<file path="src/rtl/thread_scheduler.sv">
// Round-robin fine-grain thread scheduler: tracks per-thread ready state and sequences context switches.
// Optional switch counter built when THREAD_SCHED_PERF_EN is defined; otherwise switch_count_o is tied to 0.
module thread_scheduler #(
  parameter int unsigned NUM_THREADS = 4,
  parameter int unsigned QUANTUM     = 64,
  localparam int unsigned TID_W      = $clog2(NUM_THREADS)
) (
  input  logic                   clk_i,
  input  logic                   rst_i,
  input  logic [NUM_THREADS-1:0] thread_enable_i,
  input  logic                   block_valid_i,
  input  logic [TID_W-1:0]       block_tid_i,
  input  logic [NUM_THREADS-1:0] wake_i,
  input  logic                   switch_ack_i,
  output logic                   active_valid_o,
  output logic [TID_W-1:0]       active_tid_o,
  output logic                   switch_req_o,
  output logic                   save_valid_o,
  output logic [TID_W-1:0]       save_tid_o,
  output logic                   next_valid_o,
  output logic [TID_W-1:0]       next_tid_o,
  output logic [31:0]            switch_count_o
);

  localparam int unsigned QW = (QUANTUM > 2) ? $clog2(QUANTUM) : 1;
  localparam logic [QW-1:0] QMAX = QW'(QUANTUM - 1);

  typedef enum logic [1:0] {S_IDLE, S_RUN, S_SWITCH} state_t;

  state_t                 r_state, w_state_nxt;
  logic [NUM_THREADS-1:0] r_blocked, w_blocked_nxt, w_ready;
  logic [TID_W-1:0]       r_rr_ptr, w_rr_nxt;
  logic [QW-1:0]          r_quantum, w_quantum_nxt;
  logic [TID_W-1:0]       r_active_tid, w_active_tid_nxt;
  logic                   r_active_valid, r_switch_req;
  logic                   r_save_valid, w_save_valid_nxt;
  logic [TID_W-1:0]       r_save_tid, w_save_tid_nxt;
  logic                   r_next_valid, w_next_valid_nxt;
  logic [TID_W-1:0]       r_next_tid, w_next_tid_nxt;
  logic                   w_pick_found;
  logic [TID_W-1:0]       w_pick_tid;

  // Wake beats a same-cycle block; ready reflects this cycle's block/wake events
  always_comb begin
    for (int i = 0; i < int'(NUM_THREADS); i++) begin
      if (wake_i[i])                                              w_blocked_nxt[i] = 1'b0;
      else if (block_valid_i && (block_tid_i == TID_W'(i)))       w_blocked_nxt[i] = 1'b1;
      else                                                        w_blocked_nxt[i] = r_blocked[i];
    end
    w_ready = thread_enable_i & ~w_blocked_nxt;
  end

  // IDLE searches from rr_ptr inclusive; RUN starts after rr_ptr and skips the active thread
  always_comb begin
    w_pick_found = 1'b0;
    w_pick_tid   = '0;
    for (int unsigned k = 0; k < NUM_THREADS; k++) begin
      int unsigned s;
      s = 32'(r_rr_ptr) + ((r_state == S_RUN) ? 32'd1 : 32'd0) + k;
      if (s >= NUM_THREADS) s = s - NUM_THREADS;
      if (!w_pick_found && w_ready[TID_W'(s)] &&
          !((r_state == S_RUN) && (TID_W'(s) == r_active_tid))) begin
        w_pick_found = 1'b1;
        w_pick_tid   = TID_W'(s);
      end
    end
  end

  always_comb begin
    w_state_nxt      = r_state;
    w_rr_nxt         = r_rr_ptr;
    w_quantum_nxt    = r_quantum;
    w_active_tid_nxt = r_active_tid;
    w_save_valid_nxt = r_save_valid;
    w_save_tid_nxt   = r_save_tid;
    w_next_valid_nxt = r_next_valid;
    w_next_tid_nxt   = r_next_tid;
    case (r_state)
      S_IDLE: begin
        if (w_pick_found) begin
          w_state_nxt      = S_SWITCH;
          w_save_valid_nxt = 1'b0;
          w_save_tid_nxt   = '0;
          w_next_valid_nxt = 1'b1;
          w_next_tid_nxt   = w_pick_tid;
        end
      end
      S_RUN: begin
        if (r_quantum != QMAX) w_quantum_nxt = r_quantum + QW'(1);
        if (!w_ready[r_active_tid] || ((r_quantum == QMAX) && w_pick_found)) begin
          w_state_nxt      = S_SWITCH;
          w_save_valid_nxt = 1'b1;
          w_save_tid_nxt   = r_active_tid;
          w_next_valid_nxt = w_pick_found;
          w_next_tid_nxt   = w_pick_found ? w_pick_tid : '0;
        end
      end
      S_SWITCH: begin
        if (switch_ack_i) begin
          if (r_next_valid) begin
            w_state_nxt      = S_RUN;
            w_active_tid_nxt = r_next_tid;
            w_rr_nxt         = r_next_tid;
            w_quantum_nxt    = '0;
          end else begin
            w_state_nxt = S_IDLE;
          end
          w_save_valid_nxt = 1'b0;
          w_save_tid_nxt   = '0;
          w_next_valid_nxt = 1'b0;
          w_next_tid_nxt   = '0;
        end
      end
      default: w_state_nxt = S_IDLE;
    endcase
  end

  always_ff @(posedge clk_i) begin
    if (rst_i) begin
      r_state        <= S_IDLE;
      r_blocked      <= '0;
      r_rr_ptr       <= '0;
      r_quantum      <= '0;
      r_active_tid   <= '0;
      r_active_valid <= 1'b0;
      r_switch_req   <= 1'b0;
      r_save_valid   <= 1'b0;
      r_save_tid     <= '0;
      r_next_valid   <= 1'b0;
      r_next_tid     <= '0;
    end else begin
      r_state        <= w_state_nxt;
      r_blocked      <= w_blocked_nxt;
      r_rr_ptr       <= w_rr_nxt;
      r_quantum      <= w_quantum_nxt;
      r_active_tid   <= w_active_tid_nxt;
      r_active_valid <= (w_state_nxt == S_RUN);
      r_switch_req   <= (w_state_nxt == S_SWITCH);
      r_save_valid   <= w_save_valid_nxt;
      r_save_tid     <= w_save_tid_nxt;
      r_next_valid   <= w_next_valid_nxt;
      r_next_tid     <= w_next_tid_nxt;
    end
  end

  assign active_valid_o = r_active_valid;
  assign active_tid_o   = r_active_tid;
  assign switch_req_o   = r_switch_req;
  assign save_valid_o   = r_save_valid;
  assign save_tid_o     = r_save_tid;
  assign next_valid_o   = r_next_valid;
  assign next_tid_o     = r_next_tid;

`ifdef THREAD_SCHED_PERF_EN
  logic [31:0] r_switch_count;

  // Counts only switches that hand the core to a new thread
  always_ff @(posedge clk_i) begin
    if (rst_i)                                                     r_switch_count <= '0;
    else if ((r_state == S_SWITCH) && switch_ack_i && r_next_valid) r_switch_count <= r_switch_count + 32'd1;
  end

  assign switch_count_o = r_switch_count;
`else
  assign switch_count_o = '0;
`endif

endmodule

</file>
<file path="config.mk">
export PLATFORM = sky130hd
export DESIGN_NAME = thread_scheduler
export DESIGN_NICKNAME = d
export VERILOG_FILES = /design/src/rtl/thread_scheduler.sv
export SDC_FILE = /design/constraint.sdc
export NUM_CORES = 1
export LEC_CHECK = 0
export ABC_CLOCK_PERIOD_IN_PS = 3970
export CAP_MARGIN = 20
export CORE_ASPECT_RATIO = 0.7
export CORE_MARGIN = 2
export CORE_UTILIZATION = 47
export CTS_BUF_LIST = sky130_fd_sc_hd__clkbuf_16
export DETAILED_ROUTE_END_ITERATION = 6
export PLACE_DENSITY = 0.88
export SYNTH_ARGS = -nofsm -noshare
export SYNTH_HDL_FRONTEND = slang
export SYNTH_SLANG_ARGS = --single-unit
</file>
<file path="constraint.sdc">
create_clock -name clk_i -period 3.97 [get_ports clk_i]
set_input_delay 0.5955 -clock clk_i [delete_from_list [all_inputs] [get_ports clk_i]]
set_output_delay 0.5955 -clock clk_i [all_outputs]
set_load 0.02 [all_outputs]
</file>
Yosys cells after proc, flatten, opt, wreduce, memory -nomap -nowiden
Cells that the tools add are included.
{ "classes": {"n_addsub": 9, "magnitude_cmp": 9, "n_eq_ne": 18, "mux": 55, "n_bitwise": 2, "reduce_logical": 32} }
{ "ops": {"columns": ["cell", "n"], "rows": [
  ["two-way mux 2 bit", 17],
  ["two-way mux 1 bit", 24],
  ["two-way mux 6 bit", 3],
  ["case mux 2 bit (3 select lines)", 3],
  ["logical AND 1 bit", 16],
  ["< comparator 2 x 3 -> 1 bit, second input constant", 5],
  ["greater-or-equal comparator 4 x 3 -> 1 bit, second input constant", 3],
  ["case mux 6 bit (2 select lines)", 1],
  ["binary-select mux 1 bit (select 2 bit)", 5],
  ["adder 3 x 2 -> 4 bit, second input constant", 2],
  ["== test 2 bit", 4],
  ["== test 2 bit, second input constant", 4],
  ["logical NOT 1 bit", 8],
  ["AND reduction 4 bit", 2],
  ["subtractor 2 x 1 -> 2 bit, second input constant", 4],
  ["adder 6 x 1 -> 6 bit, second input constant", 1],
  ["== test 2 x 1 -> 1 bit, second input constant", 3],
  ["== test 6 bit, second input constant", 1],
  ["!= test 2 bit, second input constant", 3],
  ["!= test 6 bit, second input constant", 1],
  ["case mux 1 bit (3 select lines)", 2],
  ["adder 3 x 1 -> 4 bit, second input constant", 1],
  ["AND 4 bit", 1],
  ["logical NOT 2 bit", 2],
  ["other kinds (8)", 9]
]} }
{ "word_totals": {"regBits": 22, "in_bits": 14, "output_inout_bits": 42, "elab_cells": 135} }

Longest topological paths before layout
{ "logic_depth": {"word_depth": 27, "mapped_depth": 11, "mapped_depth_nobuf": 10} }

Worst setup path after synthesis
OpenSTA, ideal clock, no wires.
{ "synth_path": {"path_type": "reg-to-reg", "from": "reg r_state[1]", "to": "reg r_next_tid[1] (netlist: next_tid_o[1])", "setup_ns": 0.096, "t_arrival_ns": 2.881, "t_required_ns": 3.874, "setup_slack_ns": 0.993, "path_stages_with_launch": 11, "n_path_buf": 1, "synth_period_minus_slack_ns": 2.977, "cell_sequence": "dfxtp_1 -> inv_1 -> ha_1 -> ha_1 -> clkbuf_1 -> inv_1 -> a211oi_1 -> nor2_1 -> a221oi_2 -> nor2_1 -> o41ai_2"} }
{ "synth_between": {"elab_chain_len": 26, "word_cells_on_any_way": 69, "classes_between": "add/sub: 8; order compare: 4; eq/ne: 9; mux: 25; reduce/logical: 23"} }
{ "synth_lines": {"columns": ["item", "line", "text"], "rows": [
  ["start: declaration", "30", "state_t r_state, w_state_nxt;"],
  ["start signal: assignment", "132", "r_state <= w_state_nxt;"],
  ["branches (longest 26 deep; another with adder 3 x 1 -> 4 bit)", null, null],
  ["end signal: assignment", "142", "r_next_tid <= w_next_tid_nxt;"],
  ["end: declaration", "39", "logic [TID_W-1:0] r_next_tid, w_next_tid_nxt;"]
]} }
Parallel ways; which one is timed is not known. The select of a mux whose other input is x is not followed.
A chain may end at the register's enable or synchronous reset.

Final worst setup path
{ "layout_path": {"from": "reg r_state[1]", "to": "reg r_active_valid (netlist: active_valid_o)"} }
{ "layout_between": {"elab_chain_len": 27, "word_cells_on_any_way": 61, "classes_between": "add/sub: 8; order compare: 4; eq/ne: 7; mux: 21; reduce/logical: 21"} }
{ "layout_lines": {"columns": ["item", "line", "text"], "rows": [
  ["branches (longest 25 deep; another with adder 3 x 1 -> 4 bit)", null, null],
  ["case mux 2 bit (3 select lines) *", "78", "case (r_state)"],
  ["== test 2 x 1 -> 1 bit *", "137", "r_active_valid <= (w_state_nxt == S_RUN);"],
  ["end signal: assignment", "137", null],
  ["end: declaration", "35", "logic r_active_valid, r_switch_req;"]
]} }
Mark *: on every way between the ends. The select of a mux whose other input is x is not followed.

==> results.ini <==
[setup_path]
cp-startpoint=r_state[1]
criticalPathCategory=reg2reg
max_stage_delay_ns=0.58
crit_fanout=11
crit_end=active_valid_o
cp_slowest_cell=ha_1
rr_startpoint=r_state[1]
end_kind=register
required_ns=4.15
r2r-end=active_valid_o
cp_cell_sequence=inv_1, ha_1, ha_1, xnor2_1, or3_1, nor3b_1, nor2_1, o311ai_0, o21ai_1, nor3b_1
worst-r2r-cell-count=10
critPathLaunchType=register
ff2ff_setup_slack_ns=0.64
arrival_ns=3.51

[synthesis]
synth_cell_type_count=50
synth-seq-cells=22
ys_seq_area_frac=0.248
synth_top_area_frac=0.248
postSynthCellCount=213
synth.area.top_cells=dfxtp_1 25%, buf_4 14%, ha_1 4.2%
syn_area_um2=1770
synth_top_family_by_area=simple AND/OR/NAND/NOR gates
netlist.top_cell.by_area=dfxtp_1
synth_compound_area_frac=0.216
syn_area_per_cell_um2=8.32
synthXorXnorAreaFrac=0.0296
synthSimpleGateAreaFrac=0.229
synthAdderAreaFrac=0.0423
yosysWarnings=0
synth.area.mux_share=0.0663

[global_route]
top_usage_layer=met2
met3_usage=0.0703
grt_use_total=0.210
grt_pass1_wl_um=7130
grt_util_met1=0.294
grt_max_degree=18
overflow=0
grt_pass1_vias=1424
use_met2=0.296
antenna_found_initial=0

[timing]
max_clock_freq_mhz=300
finClkSkew_ns=0.00456
setup_violations=0
hold_viol_final=0
finalSetupTns_ns=0
worst_pin_slew_ns=0.685
slew-limit-headroom=0.542
rsz0062_at_grt=no
timing.final.crit_share=0.839
final_max_slew_viol_count=0
period_needed_ns=3.33

[die]
core_um2=3560
die_width_um=77.4
initial_utilization=0.498
io_pins=56
die_area_um2=4290
fp-row-count=18
fp.dieH_um=55.4

[drt]
drt_pass1_iterations=6
drc=0
drt_wl_total_um=4310
ant_nets=0
num_vias=1602
wl_per_cell_um=15.2
viasPerCell=5.64
drt_iter0_markers=129

[finish]
fin_util=0.572
nNetsFinal=255
drive_gt1_frac=0.0726
final_cell_mix=32 x conb_1, 23 x clkdlybuf4s50_1, 22 x dfxtp_1, 15 x nor2_1, 10 x a21oi_1
diodes=0
final_common_cell=conb_1
layout-area-overhead-vs-synth_pct=14.7

[clock_tree]
cts_root_buf=clkbuf_16
hold_buffers=0
clkTransAtPathRegs_ns=0.06
ctsLongestPathBuffers=2
numClockSinks=22
cts_made_buffers=3
htree_levels=1
clk_latency_ns=0.26
cts_resized=0
post_cts_buffers=0
cts_tree=done

[run]
maxCapViolCount=0

[place]
io_buffer_count=23
hpwl_um=3170
gp_congestion=0.956

[status]
status=complete, no violations

[power]
p_leak_nw=0.783
max-vdd-ir-drop_mv=0.228
powerDensity_nw_per_um2=342

[min_path]
hp-class=reg2reg

-- layer usage --
metal	part of all wire	vias to the layer above
li1	-	754
met1	0.45	733
met2	0.42	108
met3	0.11	7
met4	0.017	0
met5	0	-
-- power by group --
group,switching (mW),leakage (nW),internal (mW)
combinational,0.106,0.554,0.0630
sequential,0.00783,0.179,0.229
clock,0.0896,0.0511,0.201
total,0.203,0.783,0.493
-- logic make-up (layout without fill, tap and decap cells) --
logic type / count (synthesis) / after routing
xor gates and xnor gates: 6 / 6
adders and majority gates: 6 / 6
and+or+nand+nor: 72 / 72
other: 1 / 32
DFF: 22 / 22
buffers and inverters: 46 / 36
AOI/OAI and AO/OA: 52 / 52
muxes: 8 / 8
-- cell usage after synthesis (all sizes together) --
cell	count
a211oi	3
a21boi	1
a21o	2
a21oi	11
a221o	2
a221oi	3
a22o	1
a22oi	1
a311o	1
a31oi	9
and2	2
and3	4
buf	33
clkbuf	6
conb	1
dfxtp	22
ha	6
inv	7
mux2i	5
mux4	3
nand2	7
nand2b	6
nand3	7
nand3b	2
nand4	4
nand4bb	2
nor2	15
nor2b	5
nor3	8
nor3b	3
o211ai	2
o21a	1
o21ai	9
o22ai	1
o2bb2ai	2
o311ai	2
o41ai	1
or2	2
or3	3
or3b	1
or4b	1
xnor2	2
xor2	4
-- critical path, delay by kind of cell, from the launching register on --
kind,cells,cell delay (ns)
buf+inv,1,0.10
compound gates,2,0.53
simple gates,4,1.15
xor+xnor,1,0.23
fa+ha+maj,2,0.80
flops,1,0.43
-- flip-flops by register name, indices dropped and copies added (netlist names) --
signal / cells
next_valid_o: 1
save_valid_o: 1
switch_req_o: 1
r_quantum: 6
next_tid_o: 2
r_blocked: 4
r_state: 2
active_tid_o: 2
active_valid_o: 1
save_tid_o: 2
-- worst min path at each step --
stage,start,to,slack [ns],depth (start not counted)
after floorplan,r_quantum[5],r_quantum[5],0.45,2
after global placement,save_tid_o[0],save_tid_o[0],0.47,2
after detailed placement,save_tid_o[1],save_tid_o[1],0.48,2
after CTS,save_tid_o[1],save_tid_o[1],0.49,2
after global routing,save_tid_o[1],save_tid_o[1],0.51,2
final,save_tid_o[1],save_tid_o[1],0.49,2
-- stage by stage --
| step | worst slack (ns) | cell area [um2] | instances | hold WS, ns | total power, mW |
|---|---|---|---|---|---|
| 2_1_floorplan | 0.993 | 1890 | 244 | 0.454 | 0.381 |
| 3_3_place_gp | 0.621 | 1930 | 280 | 0.468 | 0.401 |
| 3_5_place_dp | 0.523 | 1930 | 280 | 0.481 | 0.404 |
| 4_1_cts | 0.732 | 2030 | 284 | 0.494 | 0.694 |
| 5_1_grt | 0.406 | 2030 | 284 | 0.508 | 0.720 |
| 6_report | 0.640 | 2030 | 284 | 0.492 | 0.696 |
-- cell type report --
class	count	area [um2]
Fill cell	328	1520
Clock buffer	3	75.1
Timing Repair Buffer	25	245
Clock inverter	1	30.0
Sequential cell	22	440
Multi-Input combinational cell	176	1150
Tap cell	50	62.6
Inverter	7	26.3
No activity file was read; power rests on OpenSTA's default activity.
